<file path="src/rtl/gpu_wb_pkg.sv">
// Shared types and widths for the GPU writeback stage.
// The datapath widths mirror the global GPU definitions (opcode, scalar
// register, vector register and vector register id widths).
package gpu_wb_pkg;

  localparam int unsigned OPCODE_WIDTH  = 8;
  localparam int unsigned REG_WIDTH     = 16;
  localparam int unsigned VREG_WIDTH    = 64;
  localparam int unsigned VREG_ID_WIDTH = 6;

  localparam int unsigned WB_LANES       = 4;
  localparam int unsigned WB_LANE_WIDTH  = 16;
  localparam int unsigned WB_LANE_IDX_W  = $clog2(WB_LANES);

  typedef enum logic {
    WB_IDLE   = 1'b0,
    WB_VWRITE = 1'b1
  } wb_state_t;

endpackage : gpu_wb_pkg

</file>
<file path="src/rtl/vreg_lane_serializer.sv">
// Serialises one vector register write into LANES single-lane writes.
// Holds the vector in a register, walks a lane counter and raises stall_o
// for the duration of the lanes that follow lane 0. Updates on negedge clk_i.
// LANES must be at least 2.
//   clk_i, rst_i       : clock (negedge), synchronous active-high reset
//   start_i            : accepted vector write this edge
//   vec_i, vidx_i      : vector value and destination register id
//   stall_o            : upstream hold while lanes 1..LANES-1 drain
//   vwen_o, vidx_o, lane_idx_o, lane_val_o : VRF lane write port
module vreg_lane_serializer
  import gpu_wb_pkg::*;
#(
  parameter int unsigned LANES      = WB_LANES,
  parameter int unsigned LANE_WIDTH = WB_LANE_WIDTH,
  parameter int unsigned VID_W      = VREG_ID_WIDTH,
  localparam int unsigned LANE_IDX_W = $clog2(LANES)
) (
  input  logic                        clk_i,
  input  logic                        rst_i,
  input  logic                        start_i,
  input  logic [LANES*LANE_WIDTH-1:0] vec_i,
  input  logic [VID_W-1:0]            vidx_i,
  output logic                        stall_o,
  output logic                        vwen_o,
  output logic [VID_W-1:0]            vidx_o,
  output logic [LANE_IDX_W-1:0]       lane_idx_o,
  output logic [LANE_WIDTH-1:0]       lane_val_o
);

  localparam logic [LANE_IDX_W-1:0] LAST_LANE = LANE_IDX_W'(LANES - 1);

  wb_state_t                              state_q, state_d;
  logic [LANES-1:0][LANE_WIDTH-1:0]       hold_q, hold_d;
  logic [LANE_IDX_W-1:0]                  lane_cnt_q, lane_cnt_d;
  logic                                   stall_q, stall_d;
  logic                                   vwen_q, vwen_d;
  logic [VID_W-1:0]                       vidx_q, vidx_d;
  logic [LANE_IDX_W-1:0]                  lane_idx_q, lane_idx_d;
  logic [LANE_WIDTH-1:0]                  lane_val_q, lane_val_d;

  // Next-state and lane-port logic; lane 0 goes out on the accept edge itself.
  always_comb begin
    state_d    = state_q;
    hold_d     = hold_q;
    lane_cnt_d = lane_cnt_q;
    stall_d    = stall_q;
    vwen_d     = 1'b0;
    vidx_d     = vidx_q;
    lane_idx_d = lane_idx_q;
    lane_val_d = lane_val_q;
    unique case (state_q)
      WB_IDLE: begin
        if (start_i) begin
          hold_d     = vec_i;
          vidx_d     = vidx_i;
          vwen_d     = 1'b1;
          lane_idx_d = '0;
          lane_val_d = vec_i[LANE_WIDTH-1:0];
          lane_cnt_d = LANE_IDX_W'(1);
          stall_d    = 1'b1;
          state_d    = WB_VWRITE;
        end
      end
      WB_VWRITE: begin
        vwen_d     = 1'b1;
        lane_idx_d = lane_cnt_q;
        lane_val_d = hold_q[lane_cnt_q];
        if (lane_cnt_q == LAST_LANE) begin
          // Stall drops with the last lane so upstream can issue next edge.
          lane_cnt_d = '0;
          stall_d    = 1'b0;
          state_d    = WB_IDLE;
        end else begin
          lane_cnt_d = lane_cnt_q + LANE_IDX_W'(1);
        end
      end
      default: state_d = WB_IDLE;
    endcase
  end

  // State register; reset aborts any in-flight vector write.
  always_ff @(negedge clk_i) begin
    if (rst_i) begin
      state_q    <= WB_IDLE;
      hold_q     <= '0;
      lane_cnt_q <= '0;
      stall_q    <= 1'b0;
      vwen_q     <= 1'b0;
      vidx_q     <= '0;
      lane_idx_q <= '0;
      lane_val_q <= '0;
    end else begin
      state_q    <= state_d;
      hold_q     <= hold_d;
      lane_cnt_q <= lane_cnt_d;
      stall_q    <= stall_d;
      vwen_q     <= vwen_d;
      vidx_q     <= vidx_d;
      lane_idx_q <= lane_idx_d;
      lane_val_q <= lane_val_d;
    end
  end

  assign stall_o    = stall_q;
  assign vwen_o     = vwen_q;
  assign vidx_o     = vidx_q;
  assign lane_idx_o = lane_idx_q;
  assign lane_val_o = lane_val_q;

endmodule : vreg_lane_serializer

</file>
<file path="src/rtl/writeback_stage.sv">
// GPU writeback stage: commits scalar, condition-code and vector register
// writes from the memory stage and counts retired instructions. Vector
// writes are serialised lane by lane by vreg_lane_serializer, which also
// produces the upstream stall. All state updates on negedge I_CLOCK.
// Optional macro WB_BYPASS_EN: drives the combinational decode bypass
// (O_Fwd*); otherwise those ports are tied to 0.
// Ports:
//   I_CLOCK, I_RESET            : clock, synchronous active-high reset
//   I_LOCK, I_MEM_Valid         : pipeline running / instruction valid
//   I_Opcode                    : opcode (not used for commit)
//   I_DestRegIdx/Value, I_RegWEn: scalar result
//   I_CCValue, I_CCWEn          : condition codes
//   I_DestVRegIdx, I_VecDestValue, I_VRegWEn : vector result
//   O_WBStall                   : hold memory stage
//   O_RegWEn/O_DestRegIdx/O_DestValue       : scalar RF write port
//   O_CCWEn/O_CCValue                       : CC write port
//   O_VRegWEn/O_DestVRegIdx/O_VRegLaneIdx/O_VRegLaneValue : VRF lane port
//   O_RetireCount                : retired-instruction count
//   O_FwdValid/O_FwdRegIdx/O_FwdValue       : decode bypass
module writeback_stage
  import gpu_wb_pkg::*;
#(
  parameter int unsigned LANES            = WB_LANES,
  parameter int unsigned LANE_WIDTH       = WB_LANE_WIDTH,
  parameter int unsigned RETIRE_CNT_WIDTH = 16,
  localparam int unsigned LANE_IDX_W      = $clog2(LANES)
) (
  input  logic                        I_CLOCK,
  input  logic                        I_RESET,
  input  logic                        I_LOCK,
  input  logic                        I_MEM_Valid,
  input  logic [OPCODE_WIDTH-1:0]     I_Opcode,
  input  logic [3:0]                  I_DestRegIdx,
  input  logic [REG_WIDTH-1:0]        I_DestValue,
  input  logic                        I_RegWEn,
  input  logic [2:0]                  I_CCValue,
  input  logic                        I_CCWEn,
  input  logic [VREG_ID_WIDTH-1:0]    I_DestVRegIdx,
  input  logic [VREG_WIDTH-1:0]       I_VecDestValue,
  input  logic                        I_VRegWEn,
  output logic                        O_WBStall,
  output logic                        O_RegWEn,
  output logic [3:0]                  O_DestRegIdx,
  output logic [REG_WIDTH-1:0]        O_DestValue,
  output logic                        O_CCWEn,
  output logic [2:0]                  O_CCValue,
  output logic                        O_VRegWEn,
  output logic [VREG_ID_WIDTH-1:0]    O_DestVRegIdx,
  output logic [LANE_IDX_W-1:0]       O_VRegLaneIdx,
  output logic [LANE_WIDTH-1:0]       O_VRegLaneValue,
  output logic [RETIRE_CNT_WIDTH-1:0] O_RetireCount,
  output logic                        O_FwdValid,
  output logic [3:0]                  O_FwdRegIdx,
  output logic [REG_WIDTH-1:0]        O_FwdValue
);

  logic                        accept_c;
  logic                        unused_opcode_c;

  logic                        reg_wen_q, reg_wen_d;
  logic [3:0]                  dest_idx_q, dest_idx_d;
  logic [REG_WIDTH-1:0]        dest_val_q, dest_val_d;
  logic                        cc_wen_q, cc_wen_d;
  logic [2:0]                  cc_val_q, cc_val_d;
  logic [RETIRE_CNT_WIDTH-1:0] retire_cnt_q, retire_cnt_d;

  // Opcode is carried for debug only.
  assign unused_opcode_c = ^I_Opcode;

  // Inputs offered while stalled are held upstream and taken later.
  assign accept_c = I_LOCK & I_MEM_Valid & ~O_WBStall;

  // Scalar/CC commit and retire count; enables are single-edge pulses.
  always_comb begin
    reg_wen_d    = 1'b0;
    cc_wen_d     = 1'b0;
    dest_idx_d   = dest_idx_q;
    dest_val_d   = dest_val_q;
    cc_val_d     = cc_val_q;
    retire_cnt_d = retire_cnt_q;
    if (accept_c) begin
      reg_wen_d    = I_RegWEn;
      dest_idx_d   = I_DestRegIdx;
      dest_val_d   = I_DestValue;
      cc_wen_d     = I_CCWEn;
      cc_val_d     = I_CCValue;
      retire_cnt_d = retire_cnt_q + RETIRE_CNT_WIDTH'(1);
    end
  end

  always_ff @(negedge I_CLOCK) begin
    if (I_RESET) begin
      reg_wen_q    <= 1'b0;
      dest_idx_q   <= '0;
      dest_val_q   <= '0;
      cc_wen_q     <= 1'b0;
      cc_val_q     <= '0;
      retire_cnt_q <= '0;
    end else begin
      reg_wen_q    <= reg_wen_d;
      dest_idx_q   <= dest_idx_d;
      dest_val_q   <= dest_val_d;
      cc_wen_q     <= cc_wen_d;
      cc_val_q     <= cc_val_d;
      retire_cnt_q <= retire_cnt_d;
    end
  end

  assign O_RegWEn      = reg_wen_q;
  assign O_DestRegIdx  = dest_idx_q;
  assign O_DestValue   = dest_val_q;
  assign O_CCWEn       = cc_wen_q;
  assign O_CCValue     = cc_val_q;
  assign O_RetireCount = retire_cnt_q;

  vreg_lane_serializer #(
    .LANES      (LANES),
    .LANE_WIDTH (LANE_WIDTH),
    .VID_W      (VREG_ID_WIDTH)
  ) u_vreg_lane_serializer (
    .clk_i      (I_CLOCK),
    .rst_i      (I_RESET),
    .start_i    (accept_c & I_VRegWEn),
    .vec_i      (I_VecDestValue),
    .vidx_i     (I_DestVRegIdx),
    .stall_o    (O_WBStall),
    .vwen_o     (O_VRegWEn),
    .vidx_o     (O_DestVRegIdx),
    .lane_idx_o (O_VRegLaneIdx),
    .lane_val_o (O_VRegLaneValue)
  );

`ifdef WB_BYPASS_EN
  // Decode sees the scalar result one cycle ahead of the RF write.
  assign O_FwdValid  = I_LOCK & I_MEM_Valid & I_RegWEn & ~O_WBStall & ~I_RESET;
  assign O_FwdRegIdx = I_DestRegIdx;
  assign O_FwdValue  = I_DestValue;
`else
  assign O_FwdValid  = 1'b0;
  assign O_FwdRegIdx = '0;
  assign O_FwdValue  = '0;
`endif

endmodule : writeback_stage

</file>
<file path="config.mk">
export PLATFORM = sky130hd
export DESIGN_NAME = writeback_stage
export DESIGN_NICKNAME = d
export VERILOG_FILES = /design/src/rtl/gpu_wb_pkg.sv /design/src/rtl/vreg_lane_serializer.sv /design/src/rtl/writeback_stage.sv
export SDC_FILE = /design/constraint.sdc
export NUM_CORES = 1
export LEC_CHECK = 0
export CAP_MARGIN = 20
export CORE_MARGIN = 5
export CORE_UTILIZATION = 45
export DETAILED_ROUTE_END_ITERATION = 8
export PLACE_DENSITY = 0.86
export SYNTH_ARGS = -nofsm -noshare
export SYNTH_HDL_FRONTEND = slang
export SYNTH_SLANG_ARGS = --single-unit
</file>
<file path="constraint.sdc">
create_clock -name I_CLOCK -period 2.13 [get_ports I_CLOCK]
set_input_delay 0.639 -clock I_CLOCK [delete_from_list [all_inputs] [get_ports I_CLOCK]]
set_output_delay 0.639 -clock I_CLOCK [all_outputs]
set_load 0.03 [all_outputs]
</file>
==> results of run 1 <==
-- what timing repair did --
| action | 4_1_cts |
|---|---|
| cloned | 28 |
| endpoints found under the setup margin | 201 |
| pin swaps | 166 |
| setup buffers | 51 |
| gates resized for setup | 416 |
| hold endpoints to repair | 0 |
-- logic make-up after synthesis --
logic type,synth area share
xor gates and xnor gates,0.0175
and+or+nand+nor,0.223
muxes,0.0655
buffers and inverters,0.0723
adders and majority gates,0.00455
AOI/OAI and AO/OA,0.128
DFF,0.488
other,0.000682
-- per-stage QoR --
step,hold WS [ns],setup slack (ns),cells
CTS,0.450,-0.534,1217
detailed placement,0.440,-1.18,975
floorplan,0.433,-0.511,676
global placement,0.436,-1.09,975
==> results.py, run 1 <==
metrics = {
    "run_status": {
        "run_status": "aborted with a tool error",
        "flow.stopped_at": "global routing (5_1_grt)",
        "tool.error": "[ERROR DPL-0038] Utilization greater than 100%, impossible to legalize",
    },
    "clock_network": {
        "postCtsHoldBufs": 0,
        "cts_root_buf": "clkbuf_16",
        "cts.sink_count": 134,
        "cts_made_buffers": 17,
        "h-tree-depth": 4,
        "cts.path.max_buffers": 2,
    },
    "yosys": {
        "synth.cell_area_um2": 5500,
        "cell_variety_after_synth": 35,
        "synthesis.instances": 656,
        "biggest_area_consumer_among_synthesized_cells": "dfxtp_1",
        "synth_most_common_cell": "nand2_1",
        "synth_enable_flop_cells": 0,
        "ys_top_cells_by_count": "nand2_1 (213), dfxtp_1 (134), a21oi_1 (106), nor2_1 (30), buf_4 (24)",
        "synth_seq_area_share": 0.488,
        "synth_top_area_share": 0.488,
        "yosys_most_used_dff": "dfxtp_1",
        "postSynth.asyncResetShare": 0,
        "netlist_top_cells_area": "dfxtp_1 (49%), nand2_1 (15%), a21oi_1 (9.6%)",
        "syn_avg_cell_area_um2": 8.39,
        "ys_seq_elements": 134,
        "yosys_warnings": 0,
    },
    "place": {
        "detailedPlacementHpwl_mm": 11.6,
        "gp_congestion": 0.796,
        "port_buffers": 166,
        "dpl_cell_area_um2": 7760,
    },
    "die": {
        "fp.dieW_um": 121,
        "rows": 40,
        "start_util": 0.458,
        "die-height_um": 121,
        "top_level_ports": 196,
    },
    "grt": {
        "grt_start_max_net_pins": 37,
    },
    "timing": {
        "worst_path_end_type": "primary output",
        "worst_endpoint": "O_RetireCount[11]",
    },
}
==> run 2: changes to the inputs <==
--- a/config.mk
+++ b/config.mk
@@ -7,9 +7,9 @@
 export LEC_CHECK = 0
 export CAP_MARGIN = 20
 export CORE_MARGIN = 5
-export CORE_UTILIZATION = 45
+export CORE_UTILIZATION = 40
 export DETAILED_ROUTE_END_ITERATION = 8
-export PLACE_DENSITY = 0.86
+export PLACE_DENSITY_LB_ADDON = 0.15
 export SYNTH_ARGS = -nofsm -noshare
 export SYNTH_HDL_FRONTEND = slang
 export SYNTH_SLANG_ARGS = --single-unit
==> run 2 against run 1 <==
Effect of this change:
- the flow now finishes, with violations (negative setup slack)
- synthesized cell count unchanged
- synthesized area unchanged
==> results.py, run 2 <==
metrics = {
    "run_status": {
        "run_status": "finished with violations",
        "failed_checks": "negative setup slack",
    },
    "grt": {
        "grt_antenna_before_repair": 0,
        "grt_pass1_vias": 7607,
        "globalRouteTotalUtil": 0.317,
        "grt_first_pass_wirelength_mm": 39.8,
        "grt_start_max_net_pins": 37,
        "gr-total-overflow": 0,
    },
    "pwr": {
        "power.internal_mw": 5.64,
        "power_frac_clock": 0.503,
        "cellLeakagePower_nw": 5.45,
        "cellPowerDensity_nw_per_um2": 731,
        "finalPower_mw": 8.90,
        "switching_share": 0.367,
        "power.combinational.fraction": 0.190,
        "worst_ir_drop_vdd_uv": 651,
        "seq_power_share": 0.307,
        "power.net_switching_mw": 3.27,
    },
    "setup_path": {
        "critical_path_class": "flip-flop to output port",
        "setup.worst_path.start": "u_vreg_lane_serializer.lane_val_o[5]$_SDFFE_NP0P_",
        "timing.critical_path.buf_inv": 1,
        "regToRegStartpoint": "O_RetireCount[1]$_SDFFE_NP0N_",
        "slowest_cp_cell": "dfxtp_4",
        "crit_family": "flip-flops",
        "path_max_fanout": 2,
        "worst-endpoint-required_ns": 1.49,
        "cp_data_arrival_time_ns": 2.05,
        "path_cells": "buf_12",
        "ff2ff_path_depth": 7,
        "path_depth": 1,
        "r2r-end": "O_RetireCount[14]$_SDFFE_NP0N_",
        "crit_path_start_kind": "flip-flop",
        "setup.reg_to_reg.worst_slack_ns": 0.09,
        "timing.critical_path.to_type": "output port",
        "slowest_delay_ns": 0.36,
    },
    "timing": {
        "finalMaxSlewViolations": 0,
        "worst_pin_slew_ns": 0.550,
        "rsz0062_at_grt": "yes",
        "worst_setup_slack_after_layout_ns": -0.561,
        "holdWs_ns": 0.468,
        "maxSlewHeadroom": 0.633,
        "final_report_setup_violation_count": 201,
        "finalHoldViolations": 0,
        "clock-skew-final_ns": 0.0771,
    },
    "die": {
        "rows": 42,
        "start_util": 0.412,
        "fp.dieW_um": 127,
        "core-area_um2": 13300,
        "die_footprint_um2": 16200,
        "die-height_um": 127,
        "top_level_ports": 196,
    },
    "layout": {
        "final-seq-area_um2": 2800,
        "largest_register": "u_vreg_lane_serializer.hold_q",
        "antenna_cells_inserted": 0,
        "finish.net_count": 1171,
        "largest_register_ff_count": 64,
        "drive_gt1_frac": 0.605,
        "n_fill_cell": 466,
        "syn2layout_area_growth_pct": 121,
        "multi_input_gate_area_um2": 4370,
        "final_cell_mix": "inv_1 (138), nand2_4 (125), a21oi_2 (96)",
        "fin_area_um2": 12200,
        "mostFrequentLayoutCell": "inv_1",
    },
    "yosys": {
        "synth.cell_area_um2": 5500,
        "biggest_area_consumer_among_synthesized_cells": "dfxtp_1",
        "yosys_most_used_dff": "dfxtp_1",
        "synthesis.instances": 656,
        "ys_seq_elements": 134,
        "synth_top_area_share": 0.488,
        "cell_variety_after_synth": 35,
        "yosys_warnings": 0,
        "postSynth.asyncResetShare": 0,
        "syn_avg_cell_area_um2": 8.39,
        "netlist_top_cells_area": "dfxtp_1 (49%), nand2_1 (15%), a21oi_1 (9.6%)",
        "synth_seq_area_share": 0.488,
        "synth_enable_flop_cells": 0,
        "synth_most_common_cell": "nand2_1",
        "ys_top_cells_by_count": "nand2_1 (213), dfxtp_1 (134), a21oi_1 (106), nor2_1 (30), buf_4 (24)",
    },
    "worst_hold_path": {
        "hp-start": "u_vreg_lane_serializer.hold_q[30]$_SDFFE_NP0P_",
        "min_path_cells": 2,
        "hold_class": "flip-flop to flip-flop",
        "hold-path-endpoint": "u_vreg_lane_serializer.hold_q[30]$_SDFFE_NP0P_",
    },
    "clock_network": {
        "h-tree-depth": 4,
        "cts_made_buffers": 17,
        "cts.sink_count": 134,
        "cts.path.max_buffers": 2,
        "clk_transition_reported_paths_ns": 0.08,
        "cts_root_buf": "clkbuf_16",
        "worst_skew_pair.late_latency_ns": 0.53,
        "tritoncts_clock_tree": "yes",
    },
    "place": {
        "gp_congestion": 0.816,
        "detailedPlacementHpwl_mm": 11.1,
        "port_buffers": 166,
        "dpl_cell_area_um2": 7610,
    },
    "detailed_routing": {
        "via_count": 7127,
        "drt_drc_violations_left": 0,
        "drt_pre_antenna_iters": 7,
        "detail_routed_via_count_per_cell": 5.70,
        "postRouteWirelength_mm": 30.7,
        "antenna_violating_nets_post_route": 0,
        "number_of_drc_markers_after_the_initial_detailed_route_iteration": 534,
        "route.detailed.wl_per_inst_um": 24.6,
    },
    "job": {
        "timing.max_cap.violations": 0,
    },
}
run 2: cell counts after synthesis:
No cell type changed its count.
run 2: worst max-delay path by stage:
stage                     slack [ns]                                             end
final                          -0.56                              O_VRegLaneValue[5]
after global placement         -1.14                  O_RetireCount[15]$_SDFFE_NP0N_
after detailed placement       -1.20                  O_RetireCount[13]$_SDFFE_NP0N_
after global routing           -0.57                                O_DestVRegIdx[5]
after floorplan                -0.51  u_vreg_lane_serializer.hold_q[15]$_SDFFE_NP0P_
after CTS                      -0.52                              O_VRegLaneValue[5]
run 2: power groups by stage:
stage | sequential (mW) | combinational [mW] | clock [mW]
6_report | 2.73 | 1.69 | 4.48
4_1_cts | 2.72 | 1.46 | 4.08
3_5_place_dp | 2.73 | 0.911 | 0.383
3_3_place_gp | 2.73 | 0.901 | 0.383
5_1_grt | 2.74 | 1.74 | 4.76
2_1_floorplan | 2.83 | 0.422 | 0.383
run 2: cells by family (layout without fill, tap and decap cells):
group,Yosys count,after routing,synth area share
AO/OA/AOI/OAI,127,127,0.128
XOR/XNOR,11,11,0.0175
adder cells (fa/ha/maj),2,2,0.00455
buffers and inverters,75,472,0.0723
flip-flops,134,134,0.488
multiplexers,16,16,0.0655
other,1,21,0.000682
AND/OR/NAND/NOR,290,291,0.223
run 2: stage by stage:
step | cells | setup slack (ns) | TNS [ns] | util
after global routing | 1250 | -0.569 | -81.09 | 0.912
after floorplan | 676 | -0.511 | -59.55 | -
final | 1250 | -0.561 | -77.49 | 0.912
after CTS | 1239 | -0.517 | -59.91 | 0.850
after detailed placement | 991 | -1.20 | -148.07 | 0.570
after global placement | 991 | -1.14 | -144.85 | 0.570
run 2: final cells by class:
class / count / area share
clock buffers: 17 / 0.0349
flip-flops and latches: 134 / 0.230
multi-input cells: 468 / 0.359
clock inverters: 149 / 0.0555
repair buffers: 303 / 0.301
inverters: 3 / 0.000925
well taps: 176 / 0.0181
run 2: repair_timing:
item                       CTS  global route
setup buffers               54            39
hold buffers                 0             0
gates resized for setup    405           266
pin swaps                  156           132
setup endpoints to repair  201           199
cloned                      29             1
run 2: metal layers:
metal	GRT usage	wire, µm	vias to the layer above
li1	-	-	3003
met1	0.308	10300	3423
met2	0.572	15800	505
met3	0.0997	2260	196
met4	0.211	2330	0
met5	0	0	-
Note: power is estimated with default switching activity, not from simulation.
==> run 3: changes to the inputs <==
--- a/config.mk
+++ b/config.mk
@@ -8,8 +8,10 @@
 export CAP_MARGIN = 20
 export CORE_MARGIN = 5
 export CORE_UTILIZATION = 40
+export CTS_CLUSTER_DIAMETER = 120
 export DETAILED_ROUTE_END_ITERATION = 8
 export PLACE_DENSITY_LB_ADDON = 0.15
+export SKIP_LAST_GASP = 1
 export SYNTH_ARGS = -nofsm -noshare
 export SYNTH_HDL_FRONTEND = slang
 export SYNTH_SLANG_ARGS = --single-unit
==> run 3 against run 2 <==
Effect of this change:
- the run still ends with negative setup slack left
- largest cell class unchanged
- flip-flop and latch count did not move
- total power fell by 1.3%
- non-clock buffer count fell by 14
==> results.py, run 3 (synthesis results as in run 2) <==
metrics = {
    "run_status": {
        "run_status": "finished with violations",
        "failed_checks": "negative setup slack",
    },
    "place": {
        "port_buffers": 166,
        "gp_congestion": 0.816,
        "detailedPlacementHpwl_mm": 11.1,
        "dpl_cell_area_um2": 7610,
    },
    "detailed_routing": {
        "number_of_drc_markers_after_the_initial_detailed_route_iteration": 641,
        "via_count": 7055,
        "postRouteWirelength_mm": 29.2,
        "detail_routed_via_count_per_cell": 5.70,
        "drt_pre_antenna_iters": 6,
        "antenna_violating_nets_post_route": 0,
        "route.detailed.wl_per_inst_um": 23.6,
        "drt_drc_violations_left": 0,
    },
    "layout": {
        "final_cell_mix": "inv_1 (138), nand2_4 (131), a21oi_2 (99)",
        "fin_area_um2": 12000,
        "finish.net_count": 1157,
        "multi_input_gate_area_um2": 4330,
        "final-seq-area_um2": 2800,
        "drive_gt1_frac": 0.586,
        "mostFrequentLayoutCell": "inv_1",
        "n_fill_cell": 510,
        "largest_register_ff_count": 64,
        "syn2layout_area_growth_pct": 118,
        "largest_register": "u_vreg_lane_serializer.hold_q",
        "final_core_utilization": 0.897,
    },
    "pwr": {
        "finalPower_mw": 8.78,
        "cellPowerDensity_nw_per_um2": 733,
        "cellLeakagePower_nw": 5.47,
        "worst_ir_drop_vdd_uv": 694,
    },
    "die": {
        "fp.dieW_um": 127,
        "top_level_ports": 196,
        "die-height_um": 127,
        "die_footprint_um2": 16200,
        "start_util": 0.412,
        "rows": 42,
        "core-area_um2": 13300,
    },
    "grt": {
        "globalRouteTotalUtil": 0.312,
        "grt_pass1_vias": 7739,
        "grt_start_max_net_pins": 37,
        "grt_antenna_before_repair": 1,
        "grt_first_pass_wirelength_mm": 39.6,
        "gr-total-overflow": 0,
    },
    "job": {
        "timing.max_cap.violations": 0,
    },
    "setup_path": {
        "critical_path_class": "flip-flop to output port",
        "path_cells": "buf_6",
        "slowest_delay_ns": 0.38,
        "cp_data_arrival_time_ns": 2.07,
        "worst-endpoint-required_ns": 1.49,
        "regToRegStartpoint": "O_RetireCount[0]$_SDFFE_NP0N_",
        "crit_path_start_kind": "flip-flop",
        "timing.critical_path.to_type": "output port",
        "timing.critical_path.buf_inv": 1,
        "crit_family": "flip-flops",
        "r2r-end": "O_RetireCount[14]$_SDFFE_NP0N_",
        "ff2ff_path_depth": 6,
        "path_max_fanout": 2,
        "slowest_cp_cell": "dfxtp_2",
        "setup.reg_to_reg.worst_slack_ns": 0.12,
    },
    "timing": {
        "finalHoldViolations": 0,
        "tns_ns": -66.29,
        "final_report_setup_violation_count": 199,
        "worst_setup_slack_after_layout_ns": -0.575,
        "maxSlewHeadroom": 0.645,
        "worst_pin_slew_ns": 0.532,
        "finalMaxSlewViolations": 0,
        "rsz0062_at_grt": "yes",
        "clock-skew-final_ns": 0.0832,
    },
    "clock_network": {
        "clk_transition_reported_paths_ns": 0.08,
        "h-tree-depth": 4,
        "worst_skew_pair.late_latency_ns": 0.53,
        "tritoncts_clock_tree": "yes",
        "cts_made_buffers": 17,
        "cts.path.max_buffers": 2,
        "cts_root_buf": "clkbuf_16",
        "postCtsHoldBufs": 0,
        "cts.sink_count": 134,
    },
    "worst_hold_path": {
        "hp-start": "u_vreg_lane_serializer.hold_q[45]$_SDFFE_NP0P_",
        "min_path_cells": 2,
        "hold-path-endpoint": "u_vreg_lane_serializer.hold_q[45]$_SDFFE_NP0P_",
        "hold_class": "flip-flop to flip-flop",
    },
}
-- run 3: cell types whose count changed in the layout (fill, tap and decap cells not counted), moves of 5 or more --
cell | previous run | this run
buf_4 | 61 | 56
buf_6 | 81 | 72
nand3_2 | 14 | 9
nand2_2 | 45 | 29
nand2_4 | 125 | 131
nand2_1 | 42 | 53
-- run 3: worst max-delay path by stage --
stage	from	to	slack, ns	cells after the start
after floorplan	I_VRegWEn	u_vreg_lane_serializer.hold_q[15]$_SDFFE_NP0P_	-0.51	6
after global placement	I_MEM_Valid	O_RetireCount[15]$_SDFFE_NP0N_	-1.14	5
after detailed placement	I_MEM_Valid	O_RetireCount[13]$_SDFFE_NP0N_	-1.20	5
after CTS	u_vreg_lane_serializer.lane_val_o[5]$_SDFFE_NP0P_	O_VRegLaneValue[5]	-0.52	1
after global routing	u_vreg_lane_serializer.lane_val_o[15]$_SDFFE_NP0P_	O_VRegLaneValue[15]	-0.58	1
final	u_vreg_lane_serializer.lane_val_o[6]$_SDFFE_NP0P_	O_VRegLaneValue[6]	-0.58	1
-- run 3: layer usage --
layer / GRT usage / vias to the layer above / routed length, µm
met5: 0 / - / 0
met4: 0.209 / 0 / 1880
met3: 0.0927 / 179 / 2320
met2: 0.549 / 542 / 14800
met1: 0.317 / 3361 / 10200
li1: - / 2973 / -
-- run 3: final cells by class --
type / count / share of cell area
clock buffers: 17 / 0.0355
flip-flops and latches: 134 / 0.234
diodes: 1 / 0.000209
clock inverters: 149 / 0.0564
multi-input cells: 468 / 0.361
repair buffers: 289 / 0.293
inverters: 3 / 0.000940
well taps: 176 / 0.0184
-- run 3: timing repair --
| action | in CTS | in global routing |
|---|---|---|
| pin swaps | 153 | 141 |
| buffers inserted | 54 | 20 |
| setup endpoints to repair | 201 | 199 |
| cloned | 29 | 0 |
| gates resized for setup | 381 | 258 |
-- run 3: stage by stage --
step	setup WS, ns	std cells	hold slack (ns)
detailed placement	-1.20	991	0.446
floorplan	-0.511	676	0.433
finish	-0.575	1237	0.469
global placement	-1.14	991	0.440
global route	-0.576	1236	0.483
CTS	-0.517	1239	0.452
-- run 3: report_power, final --
| part | internal, mW | leakage, nW | total (mW) | switching (mW) |
|---|---|---|---|---|
| clock | 2.19 | 1.02 | 4.41 | 2.22 |
| combinational | 0.790 | 3.33 | 1.65 | 0.855 |
| sequential | 2.62 | 1.12 | 2.73 | 0.104 |
==> run 4: changes to the inputs <==
--- a/config.mk
+++ b/config.mk
@@ -14,4 +14,5 @@
 export SKIP_LAST_GASP = 1
 export SYNTH_ARGS = -nofsm -noshare
 export SYNTH_HDL_FRONTEND = slang
+export SYNTH_HIERARCHICAL = 1
 export SYNTH_SLANG_ARGS = --single-unit
==> run 4 against run 3 <==
Effect of this change:
- the flow still finishes with violations (negative setup slack)
- final area shrank 4.1%
- count of clock-buffer cells in the layout is the same
- sequential share of layout area up 0.88 points
- synthesized cell count down 0.30%
- register-to-register slack better by 0.12 ns
- clock power decreased by 12%
- total power decreased by 11%
- clock skew is 0.049 ns lower
==> results.py, run 4 <==
metrics = {
    "place": {
        "port_buffers": 166,
        "gp_congestion": 0.846,
        "detailedPlacementHpwl_mm": 10.8,
        "dpl_cell_area_um2": 7550,
        "pre_cts_setup_slack_ns": -1.29,
    },
    "clock_network": {
        "h-tree-depth": 4,
        "worst_skew_pair.late_latency_ns": 0.48,
        "cts_made_buffers": 17,
        "clk_transition_reported_paths_ns": 0.09,
        "tritoncts_clock_tree": "yes",
        "cts.sink_count": 134,
        "cts.path.max_buffers": 2,
        "cts_root_buf": "clkbuf_16",
    },
    "timing": {
        "final_report_setup_violation_count": 201,
        "finalMaxSlewViolations": 0,
        "clock-skew-final_ns": 0.0345,
        "worst_pin_slew_ns": 0.763,
        "worst_setup_slack_after_layout_ns": -0.569,
        "rsz0062_at_grt": "yes",
        "maxSlewHeadroom": 0.491,
        "finalHoldViolations": 0,
        "tns_ns": -87.46,
    },
    "layout": {
        "final_core_utilization": 0.837,
        "mostFrequentLayoutCell": "inv_1",
        "antenna_cells_inserted": 0,
        "largest_register": "u_vreg_lane_serializer/hold_q",
        "syn2layout_area_growth_pct": 107,
        "finish.net_count": 1157,
        "fin_area_um2": 11500,
        "largest_register_ff_count": 64,
        "drive_gt1_frac": 0.538,
        "final_cell_mix": "inv_1 (139), nand2_4 (105), a21oi_2 (97)",
    },
    "yosys": {
        "cell_variety_after_synth": 44,
        "synth_enable_flop_cells": 0,
        "ys_seq_elements": 134,
        "syn_avg_cell_area_um2": 8.49,
        "synth_seq_area_share": 0.483,
        "yosys_most_used_dff": "dfxtp_1",
        "synthesis.instances": 654,
        "postSynth.asyncResetShare": 0,
        "netlist_top_cells_area": "dfxtp_1 (48%), nand2_1 (13%), a21oi_1 (9.0%)",
        "synth_top_area_share": 0.483,
        "biggest_area_consumer_among_synthesized_cells": "dfxtp_1",
        "synth.cell_area_um2": 5550,
        "synth_most_common_cell": "nand2_1",
        "yosys_warnings": 6,
        "ys_top_cells_by_count": "nand2_1 (194), dfxtp_1 (134), a21oi_1 (100), mux2i_1 (48), clkbuf_1 (24)",
    },
    "detailed_routing": {
        "drt_drc_violations_left": 0,
        "antenna_violating_nets_post_route": 0,
        "postRouteWirelength_mm": 24.8,
        "number_of_drc_markers_after_the_initial_detailed_route_iteration": 445,
        "via_count": 6518,
        "drt_pre_antenna_iters": 5,
        "detail_routed_via_count_per_cell": 5.26,
        "route.detailed.wl_per_inst_um": 20.0,
    },
    "setup_path": {
        "timing.critical_path.buf_inv": 1,
        "timing.critical_path.to_type": "output port",
        "critical_path_class": "flip-flop to output port",
        "slowest_delay_ns": 0.37,
        "path_depth": 1,
        "ff2ff_path_depth": 7,
        "slowest_cp_cell": "dfxtp_2",
        "cp_data_arrival_time_ns": 2.06,
        "crit_family": "flip-flops",
        "worst-endpoint-required_ns": 1.49,
        "crit_path_start_kind": "flip-flop",
        "path_cells": "buf_6",
        "path_max_fanout": 2,
    },
    "pwr": {
        "worst_ir_drop_vdd_uv": 616,
        "cellPowerDensity_nw_per_um2": 682,
        "cellLeakagePower_nw": 5.14,
    },
    "grt": {
        "grt_first_pass_wirelength_mm": 32.7,
        "grt_start_max_net_pins": 45,
        "grt_pass1_vias": 6818,
        "gr-total-overflow": 0,
        "grt_antenna_before_repair": 0,
        "globalRouteTotalUtil": 0.252,
    },
    "die": {
        "fp.dieW_um": 128,
        "start_util": 0.405,
        "die-height_um": 128,
        "die_footprint_um2": 16300,
        "core-area_um2": 13700,
        "top_level_ports": 196,
        "rows": 43,
    },
    "job": {
        "timing.max_cap.violations": 0,
    },
    "run_status": {
        "failed_checks": "negative setup slack",
        "run_status": "finished with violations",
    },
    "worst_hold_path": {
        "hold_class": "flip-flop to flip-flop",
        "min_path_cells": 2,
    },
}
-- run 4: logic make-up (layout without fill, tap and decap cells) --
group                    Yosys count  after routing  synth area share
buffers and inverters             73            457            0.0712
multiplexers                      49             49            0.0893
flip-flops                       134            134             0.483
XOR/XNOR                          10             10            0.0158
adder cells (fa/ha/maj)            3              3           0.00676
AO/OA/AOI/OAI                    140            140             0.140
AND/OR/NAND/NOR                  244            244             0.193
other                              1             21          0.000676
-- run 4: metrics by stage --
stage | hold slack, ns | instances | total power [mW]
2_1_floorplan | 0.436 | 674 | 3.50
3_3_place_gp | 0.439 | 998 | 3.80
3_5_place_dp | 0.443 | 998 | 3.81
4_1_cts | 0.450 | 1223 | 7.52
5_1_grt | 0.483 | 1238 | 8.24
6_report | 0.465 | 1238 | 7.83
-- run 4: power by group --
part	switching (mW)	internal (mW)	leakage (nW)
Combinational	0.632	0.628	3.04
Clock	1.87	2.01	0.973
Sequential	0.0824	2.61	1.12
-- run 4: final timing paths --
path                                                        from                                             end  slack (ns)
hold / removal    u_vreg_lane_serializer/hold_q[26]$_SDFFE_NP0P_  u_vreg_lane_serializer/hold_q[26]$_SDFFE_NP0P_        0.46
hold reg to reg   u_vreg_lane_serializer/hold_q[26]$_SDFFE_NP0P_  u_vreg_lane_serializer/hold_q[26]$_SDFFE_NP0P_        0.46
setup reg to reg                   O_RetireCount[1]$_SDFFE_NP0P_                  O_RetireCount[12]$_SDFFE_NP0P_        0.24
setup / recovery                    O_DestValue[13]$_SDFFE_NP0P_                                 O_DestValue[13]       -0.57
-- run 4: worst reg2reg max path, delay by kind of cell, from the launching register on --
family        cells  cell delay (ns)
buf+inv           2             0.22
simple gates      3             0.69
fa+ha+maj         1             0.24
mux               1             0.30
flops             1             0.33
-- run 4: area by class of cell --
type                       count  area, µm²
clock buffer                  17        425
clock inverter               148        618
fill                         683       2230
inverter                       1       3.75
multi-input combinational    467       3980
sequential                   134       2790
tap                          180        225
timing repair buffer         291       3450
-- run 4: repair_timing --
item,4_1_cts,5_1_grt
hold buffers,0,0
endpoints found under the hold margin,0,0
buffers inserted,43,25
pin swaps,78,101
gates resized for setup,295,242
setup endpoints to repair,201,200
gates cloned,21,4
-- run 4: routing by layer --
metal	vias up	global-route usage	share of wire
li1	2942	-	-
met1	3219	0.271	0.37
met2	280	0.436	0.54
met3	77	0.0817	0.051
met4	0	0.142	0.039
met5	-	0	0
==> variant (config.mk and constraints of run 2) <==
`REG_WIDTH`: 16 -> 20.
--- a/src/rtl/gpu_wb_pkg.sv
+++ b/src/rtl/gpu_wb_pkg.sv
@@ -4,7 +4,7 @@
 package gpu_wb_pkg;
 
   localparam int unsigned OPCODE_WIDTH  = 8;
-  localparam int unsigned REG_WIDTH     = 16;
+  localparam int unsigned REG_WIDTH     = 20;
   localparam int unsigned VREG_WIDTH    = 64;
   localparam int unsigned VREG_ID_WIDTH = 6;
 
Interface: changed (resized I_DestValue, O_DestValue and O_FwdValue); port bits go from 196 to 208. No check against the original RTL was run, so the function may have changed too.
==> variant against run 2 <==
The flow still finishes with violations (setup timing). Synthesized area grew 2.9%. Total power shrank 4.8%. Setup slack gained 0.015 ns. Global-route usage shrank 4.7 points. Routed wire length shrank 11%. Cell area shrank 1.5%. Core utilization shrank 4.9 points. Sequential cell count grew 4. Largest cell class unchanged. Highest routed layer unchanged.
==> variant: results (changes against run 2) <==
Design Power = 8.479 mW (-4.8%)
Non-clk bufs = 296 (-2.3%)
Data buffer area share = 29.69% (-0.45 points)
first-pass GRT wire length = 35050 um (-12%)
WL/cell = 21.53 um (-12%)
fill count = 653 (+40%)
Final HPWL DP = 11370 um (+2.1%)
R2R depth = 6 (-1)
slowest CP cell = dfxtp_2
largest net degree at the start of global routing = 54 (+46%)
reg2reg start = O_RetireCount[0]
GP Congestion = 0.7977 (-2.2%)
DR pass1 iterations = 6 (-1)
Final setup viols = 206 (+2.5%)
vias in the first global route = 7298 (-4.1%)
Peak VDD IR = 659.1 uV (+1.2%)
post-DR vias/cell = 5.478 (-3.9%)
footprint of the multi-input gates = 4264 sq um (-2.4%)
layout cells sized above 1 = 58.57% (-2.0 points)
non-filler instance count after layout = 1271 (+1.7%)
placed cells = 1028 (+3.7%)
combinational logic power = 1.63 mW (-4%)
setup ws final = -0.5453 ns (+0.01543 ns)
drt first-iter violations = 614 (+15%)
Seq/Total Area, Yosys = 48.82% (+0.057 points)
Seq area share = 24.04% (+1.0 points)
status = finished with violations
top cells by area, synth = dfxtp_1 (49%), nand2_1 (15%), a21oi_1 (9.7%), mux4_2 (6.4%), buf_4 (3.7%)
Layout clock area frac = 8.727% (-0.32 points)
Netlist cell types = 36 (+2.9%)
Mapped Cells = 677 (+3.2%)
number of buffers inserted by port buffering = 174 (+4.8%)
Worst setup endpoint = O_DestValue[4]
clock sinks = 138 (+3.0%)
number of multi-input logic gates = 484 (+3.4%)
sequential cell power = 2.81 mW (+3%)
Leakage = 5.460 nW (+0.13%)
latest clock arrival within the worst-skew pair = 0.50 ns (-0.03 ns)
most instantiated cells after synthesis = nand2_1 (221), dfxtp_1 (138), a21oi_1 (110), nor2_1 (30), buf_4 (28)
GRT Overall Usage = 27.02% (-4.7 points)
worst clock skew = 0.04543 ns (-0.03162 ns)
Nets = 1192 (+1.8%)
violated checks = setup timing
Crit. Startpoint = O_DestValue[4]
variant: repair_timing:
item | CTS | global route
cloned | 21 | 5
setup endpoints to repair | 209 | 208
gates resized for setup | 359 | 272
setup buffers | 44 | 30
pin swaps | 142 | 143
variant: cells by family after synthesis:
kind of cell	share of synthesized area (%)
flops	48.82
other cells	0.06626
mux	6.765
compound gates	12.80
fa+ha+maj	0.4421
buf+inv	7.561
xor+xnor	1.393
simple gates	22.15
variant: how the worst min path moves through the flow:
stage / cells past startpoint / endpoint / start / slack (ns)
2_1_floorplan: 2 / u_vreg_lane_serializer.hold_q[32] / u_vreg_lane_serializer.hold_q[32] / 0.43
3_3_place_gp: 2 / u_vreg_lane_serializer.hold_q[12] / u_vreg_lane_serializer.hold_q[12] / 0.44
3_5_place_dp: 2 / O_DestValue[10] / O_DestValue[10] / 0.44
4_1_cts: 2 / u_vreg_lane_serializer.hold_q[47] / u_vreg_lane_serializer.hold_q[47] / 0.45
5_1_grt: 2 / O_DestValue[15] / O_DestValue[15] / 0.47
6_report: 2 / u_vreg_lane_serializer.hold_q[0] / u_vreg_lane_serializer.hold_q[0] / 0.46
variant: through the flow:
step | hold slack [ns] | instance area [sq um] | setup TNS [ns]
floorplan | 0.4331 | 6013 | -59.00
global placement | 0.4364 | 7846 | -152.18
detailed placement | 0.4444 | 7846 | -155.11
CTS | 0.4499 | 11010 | -63.18
global route | 0.4699 | 11990 | -79.25
finish | 0.4645 | 11990 | -75.22
variant: layer usage:
layer  wire length (um)  track usage, %  part of all wire, %
met5                  0               0                    0
met4               1254           15.81                  4.6
met2              14480           45.76                   53
met1               9682           29.01                   35
met3               1946           9.672                  7.1
